### src/rtl/balls_pkg.sv
// Shared definitions for the bit-predictor front-end and core: choice-bit type,
// choice encodings and the default debounce length.
package balls_pkg;

  typedef logic choice_bit_t;

  localparam choice_bit_t CHOICE_ONE  = 1'b1;
  localparam choice_bit_t CHOICE_ZERO = 1'b0;

  localparam int DEBOUNCE_DEFAULT = 500000;

endpackage

### src/rtl/button_debounce.sv
// One raw button: 2-FF synchroniser, registered polarity normalisation (pressed=1),
// stable-state debounce counter and a single-cycle press pulse on released->pressed.
module button_debounce #(
  parameter int DEBOUNCE_CYCLES   = 500000,
  parameter bit BUTTON_ACTIVE_LOW = 1'b1
) (
  input  logic clk,
  input  logic rst_n,
  input  logic i_pin,
  output logic o_press
);

  localparam int            CW       = $clog2(DEBOUNCE_CYCLES);
  localparam logic [CW-1:0] CNT_LAST = CW'(DEBOUNCE_CYCLES - 1);
  localparam logic          PIN_IDLE = BUTTON_ACTIVE_LOW ? 1'b1 : 1'b0;

  logic          r_sync1;
  logic          r_sync2;
  logic          r_level;
  logic          r_stable;
  logic [CW-1:0] r_cnt;
  logic          w_flip;

  // The flip is decided one cycle ahead so the press pulse lines up with the edge
  // on which the stable state changes.
  assign w_flip  = (r_level != r_stable) && (r_cnt == CNT_LAST);
  assign o_press = w_flip && r_level;

  always_ff @(posedge clk or negedge rst_n) begin
    if (!rst_n) begin
      r_sync1  <= PIN_IDLE;
      r_sync2  <= PIN_IDLE;
      r_level  <= 1'b0;
      r_stable <= 1'b0;
      r_cnt    <= '0;
    end else begin
      r_sync1 <= i_pin;
      r_sync2 <= r_sync1;
      r_level <= BUTTON_ACTIVE_LOW ? ~r_sync2 : r_sync2;
      if (r_level == r_stable) begin
        r_cnt <= '0;
      end else if (w_flip) begin
        r_stable <= r_level;
        r_cnt    <= '0;
      end else begin
        r_cnt <= r_cnt + CW'(1);
      end
    end
  end

endmodule

### src/rtl/choice_capture.sv
// Debounced k1/k2 presses become queued choice bits (k1=1, k2=0) for the predictor.
// CHOICE_CAPTURE_FIFO_EN selects a FIFO_DEPTH-entry FIFO; otherwise a single holding register.
module choice_capture
  import balls_pkg::*;
#(
  parameter int DEBOUNCE_CYCLES   = DEBOUNCE_DEFAULT,
  parameter int FIFO_DEPTH        = 4,
  parameter bit BUTTON_ACTIVE_LOW = 1'b1
) (
  input  logic        CLOCK_50,
  input  logic        rst_n,
  input  logic        k1,
  input  logic        k2,
  output choice_bit_t choice_bit,
  output logic        choice_valid,
  input  logic        choice_ready,
  output logic        overflow,
  output logic        conflict
);

  localparam bit CFG_OK = (DEBOUNCE_CYCLES >= 2) && (FIFO_DEPTH >= 2) &&
                          ((FIFO_DEPTH & (FIFO_DEPTH - 1)) == 0);

  if (!CFG_OK) begin : g_bad_cfg
    $error("choice_capture: DEBOUNCE_CYCLES>=2 and power-of-two FIFO_DEPTH>=2 required");
  end

  logic        w_p1;
  logic        w_p2;
  logic        w_both;
  logic        w_event;
  choice_bit_t w_ev_bit;
  logic        w_read;
  logic        w_full;
  logic        w_write;
  logic        w_nonempty_next;
  choice_bit_t w_head_next;

  logic        r_valid;
  choice_bit_t r_bit;
  logic        r_overflow;
  logic        r_conflict;

  button_debounce #(
    .DEBOUNCE_CYCLES  (DEBOUNCE_CYCLES),
    .BUTTON_ACTIVE_LOW(BUTTON_ACTIVE_LOW)
  ) u_deb_k1 (
    .clk    (CLOCK_50),
    .rst_n  (rst_n),
    .i_pin  (k1),
    .o_press(w_p1)
  );

  button_debounce #(
    .DEBOUNCE_CYCLES  (DEBOUNCE_CYCLES),
    .BUTTON_ACTIVE_LOW(BUTTON_ACTIVE_LOW)
  ) u_deb_k2 (
    .clk    (CLOCK_50),
    .rst_n  (rst_n),
    .i_pin  (k2),
    .o_press(w_p2)
  );

  assign w_both   = w_p1 & w_p2;
  assign w_event  = w_p1 ^ w_p2;
  assign w_ev_bit = w_p1 ? CHOICE_ONE : CHOICE_ZERO;

  // Handshake: choice_bit is meaningful only while choice_valid is high; a transfer
  // happens on an edge where choice_valid && choice_ready, and ready alone does nothing.
  assign w_read  = r_valid & choice_ready;
  assign w_write = w_event & (~w_full | w_read);

`ifdef CHOICE_CAPTURE_FIFO_EN
  localparam int          AW      = $clog2(FIFO_DEPTH);
  localparam logic [AW:0] DEPTH_P = (AW + 1)'(FIFO_DEPTH);

  logic [AW:0] r_wr_ptr;
  logic [AW:0] r_rd_ptr;
  logic [AW:0] w_rd_next;
  choice_bit_t r_mem [FIFO_DEPTH];

  assign w_full          = (r_wr_ptr - r_rd_ptr) == DEPTH_P;
  assign w_rd_next       = r_rd_ptr + {{AW{1'b0}}, w_read};
  assign w_nonempty_next = (r_wr_ptr != w_rd_next);
  assign w_head_next     = r_mem[w_rd_next[AW-1:0]];

  always_ff @(posedge CLOCK_50 or negedge rst_n) begin
    if (!rst_n) begin
      r_wr_ptr <= '0;
      r_rd_ptr <= '0;
      for (int i = 0; i < FIFO_DEPTH; i++) r_mem[i] <= CHOICE_ZERO;
    end else begin
      if (w_write) begin
        r_mem[r_wr_ptr[AW-1:0]] <= w_ev_bit;
        r_wr_ptr                <= r_wr_ptr + (AW + 1)'(1);
      end
      r_rd_ptr <= w_rd_next;
    end
  end
`else
  logic        r_hold_full;
  choice_bit_t r_hold_bit;

  assign w_full          = r_hold_full;
  assign w_nonempty_next = r_hold_full & ~w_read;
  assign w_head_next     = r_hold_bit;

  always_ff @(posedge CLOCK_50 or negedge rst_n) begin
    if (!rst_n) begin
      r_hold_full <= 1'b0;
      r_hold_bit  <= CHOICE_ZERO;
    end else if (w_write) begin
      r_hold_full <= 1'b1;
      r_hold_bit  <= w_ev_bit;
    end else if (w_read) begin
      r_hold_full <= 1'b0;
    end
  end
`endif

  // The output view excludes this cycle's write, so a fresh entry surfaces one edge later.
  always_ff @(posedge CLOCK_50 or negedge rst_n) begin
    if (!rst_n) begin
      r_valid    <= 1'b0;
      r_bit      <= CHOICE_ZERO;
      r_overflow <= 1'b0;
      r_conflict <= 1'b0;
    end else begin
      r_valid    <= w_nonempty_next;
      r_bit      <= w_nonempty_next ? w_head_next : CHOICE_ZERO;
      r_overflow <= w_event & w_full & ~w_read;
      r_conflict <= w_both;
    end
  end

  assign choice_valid = r_valid;
  assign choice_bit   = r_bit;
  assign overflow     = r_overflow;
  assign conflict     = r_conflict;

endmodule

### config.mk
export PLATFORM = sky130hd
export DESIGN_NAME = choice_capture
export DESIGN_NICKNAME = d
export VERILOG_FILES = /design/src/rtl/balls_pkg.sv /design/src/rtl/button_debounce.sv /design/src/rtl/choice_capture.sv
export SDC_FILE = /design/constraint.sdc
export NUM_CORES = 1
export LEC_CHECK = 0
export CORE_UTILIZATION = 24
export CTS_CLUSTER_DIAMETER = 30
export CTS_CLUSTER_SIZE = 14
export DETAILED_ROUTE_END_ITERATION = 12
export GPL_TIMING_DRIVEN = 0
export PLACE_DENSITY = 0.48
export SYNTH_ARGS = -nofsm -noshare
export SYNTH_HDL_FRONTEND = slang
export SYNTH_SLANG_ARGS = --single-unit
### constraint.sdc
create_clock -name CLOCK_50 -period 3 [get_ports CLOCK_50]
set_input_delay 0.6 -clock CLOCK_50 [delete_from_list [all_inputs] [get_ports CLOCK_50]]
set_output_delay 0.6 -clock CLOCK_50 [all_outputs]
set_load 0.02 [all_outputs]
==> key figures <==
Outcome
  • Status: finished, final reports clean

Synth
  • Mapped cell area: 2430 sq um
  • Share of the synthesized area in the top cell type: 49.5%
  • Register bit total from synthesis: 52
  • Post-Syn Nets: 240
  • Seq/Total Area, Yosys: 53.8%
  • Post-synth top flop: dfrtp_1
  • Avg Cell Area, Syn: 10.5 sq um
  • Yosys warns: 0
  • Area contributors post-synth: dfrtp_1 (49%), xnor2_1 (5.8%), nor2_1 (4.5%), dfstp_2 (4.3%), xor2_1 (3.2%)
  • Mapped Cells: between 200 and 250
  • Netlist cell types: 38
  • Cell accounting for the most synthesized area: dfrtp_1
  • Number of synthesized flops with an enable pin: 0
  • Async set-reset flop share out of synthesis: 100%
  • Most frequent cells after synthesis: dfrtp_1 (48), nor2_1 (29), xnor2_1 (16)
  • Most frequent cell after synthesis: dfrtp_1

Timing
  • Number of setup violations in the final report: 0
  • Final Critical Period: between 2 and 3 ns
  • Fmax: 399 MHz
  • Max Slew Vio Count: 0
  • Worst-Margin Slew: 0.559 ns
  • RSZ-0062 raised after global routing: false
  • PnR worst setup slack: ~0.5 ns
  • Clock Skew: 0.00761 ns
  • Fin. Hold Viols: 0
  • Final period util: 83.6%
  • Slew headroom: 62.4%

Clock network
  • TritonCTS buffer count: 5
  • Clock Path Buffers: 2
  • H-tree depth: 2
  • Root Buffer: clkbuf_8
  • Worst-path clk slew: around 0.090 ns
  • CTS-repair resized insts: 0
  • Clk_lat worst skew: around 0.3 ns
  • CTS tree: done
  • Clk sinks: 52
  • Setup bufs post-CTS: 0
  • CTS Hold Bufs: 0

Critical path
  • Critical path's slowest cell: or4_1
  • Critical Path Stages: 6
  • CP endpoint kind: flop
  • CP required: 3.20 ns
  • CP delay by family, top: simple AND/OR/NAND/NOR gates
  • CP max stage delay: 0.60 ns
  • Worst Path Arrival: 2.70 ns
  • CP Buf/Inv Count: 0
  • Crit path launch type: flop
  • R2r worst-path depth: 6
  • Setup CP Type: reg2reg
  • Critical path cell sequence: nor4_1 > nand4_1 > or4_1 > nor3b_1 > ha_1 > or2_2
  • Crit-path max FO: 6

GRT
  • Total GRT Usage: 9.38%
  • Largest net degree at the start of global routing: 31
  • First-pass GRT wire length: between 7000 and 8000 um
  • Grt total ovfl: 0
  • Initial antenna violation count: 0
  • Vias in the first global route: ~1600

Detailed routing
  • DRT antenna net count: 0
  • Via count: about 1700
  • First-pass DRT Iterations: 4
  • DRC: 0
  • DR WL/cell: between 10 and 15 um
  • Detailed Route Iter0 Violations: 61
  • Final wirelength: roughly 4300 um
  • Vias per cell: roughly 4.4

Min path
  • Worst min-delay path class: in2async

Finish
  • Nets: approximately 260
  • Share of layout cells above drive strength 1: 13.3%
  • Multi-input gate area: about 1100 sq um
  • Final core utilization: between 20 and 30%
  • Syn-to-layout area delta: 14.7%
  • Storage cell area: ~1300 sq um
  • Fillers: approximately 1100
  • Final Cell Area: 2790 sq um
  • Post-route insts no fill: 382
  • Top Registers: u_deb_k1.r_cnt: 19 flops, u_deb_k2.r_cnt: 19 flops
  • ANT cells: 0

Floorplanning
  • Die width: 103 um
  • Core area: 9770 sq um
  • Row cnt: 36
  • Starting Density: 24.8%
  • Chip Height: slightly above 100 um
  • DIE AREA: roughly 11000 sq um
  • Ports: 9

Placement
  • Pre-CTS WS: 0.511 ns
  • Placer Congestion: 0.739
  • Dpl cells: 374
  • Port bufs: 8
  • Detail Placement HPWL: 3040 um
  • Dpl cell area: approximately 2700 sq um

Run
  • Max-cap check violation count: 0

Pwr
  • Leakage: roughly 1.1 nW
  • Power Total: 1.19 mW
  • Pwr/cell area: 427 nW/um^2
  • Maximum vdd drop: roughly 0.16 mV
path summary, 6_finish.rpt:
check                           slack [ns]               from                 to
worst max-delay path                  0.49  u_deb_k2.r_cnt[5]        r_hold_full
worst min-delay path                  0.26              rst_n  u_deb_k2.r_cnt[9]
worst max register to register        0.49  u_deb_k2.r_cnt[5]        r_hold_full
worst min register to register        0.36   u_deb_k2.r_sync1   u_deb_k2.r_sync2
max in group asynchronous             2.12              rst_n   u_deb_k1.r_sync2
min in group CLOCK_50                 0.36   u_deb_k2.r_sync1   u_deb_k2.r_sync2
kinds of logic after synthesis:
family	after synthesis	synth area share, %
AO/OA/AOI/OAI	26	7.06
XOR/XNOR	25	9.02
adder cells (fa/ha/maj)	3	1.55
buffers and inverters	14	2.58
flip-flops	52	53.8
multiplexers	2	0.928
AND/OR/NAND/NOR	110	25.1
layout make-up:
type	instances	share of cell area (%)
buffer	5	1.03
clock buffer	6	2.96
clock inverter	2	0.494
inverter	9	1.21
multi-input combinational	166	38.0
sequential	52	46.9
tap	133	5.97
timing repair buffer	9	3.41
metrics by stage:
stage | TNS (ns) | hold slack [ns]
after floorplan | 0 | 0.304
after global placement | -16.57 | 0.346
after detailed placement | 0 | 0.347
after CTS | 0 | 0.273
after global routing | 0 | 0.305
final | 0 | 0.261
power by group:
group	switching [mW]	leakage (nW)	internal, mW
Sequential	0.00887	0.703	0.713
Clock	0.231	0.0516	0.189
Combinational	0.0301	0.332	0.0176
worst register-to-register path, stage by stage (launching register included):
cell and delay, ns:
dfrtp_1 0.46, nor4_1 0.30, nand4_1 0.21, or4_1 0.60, nor3b_1 0.24, ha_1 0.29, or2_2 0.30
cells in the final DEF, fill, tap and decap left out, types with 7 or more instances in the layout:
cell,count
dfrtp_1,48
nor2_1,29
xnor2_1,16
nand2_1,14
nand3_1,11
a21oi_1,11
inv_1,9
nand4_1,9
xor2_1,9
or4_1,7
nor4_1,7
clkdlybuf4s50_1,7
per-layer routing:
layer	track usage (%)	wire (um)	vias up
met3	1.22	62	5
met5	0	0	-
met1	12.9	2280	792
met4	3.96	41	0
met2	14.8	1940	14
li1	-	-	856
No activity file was read; power rests on OpenSTA's default activity.
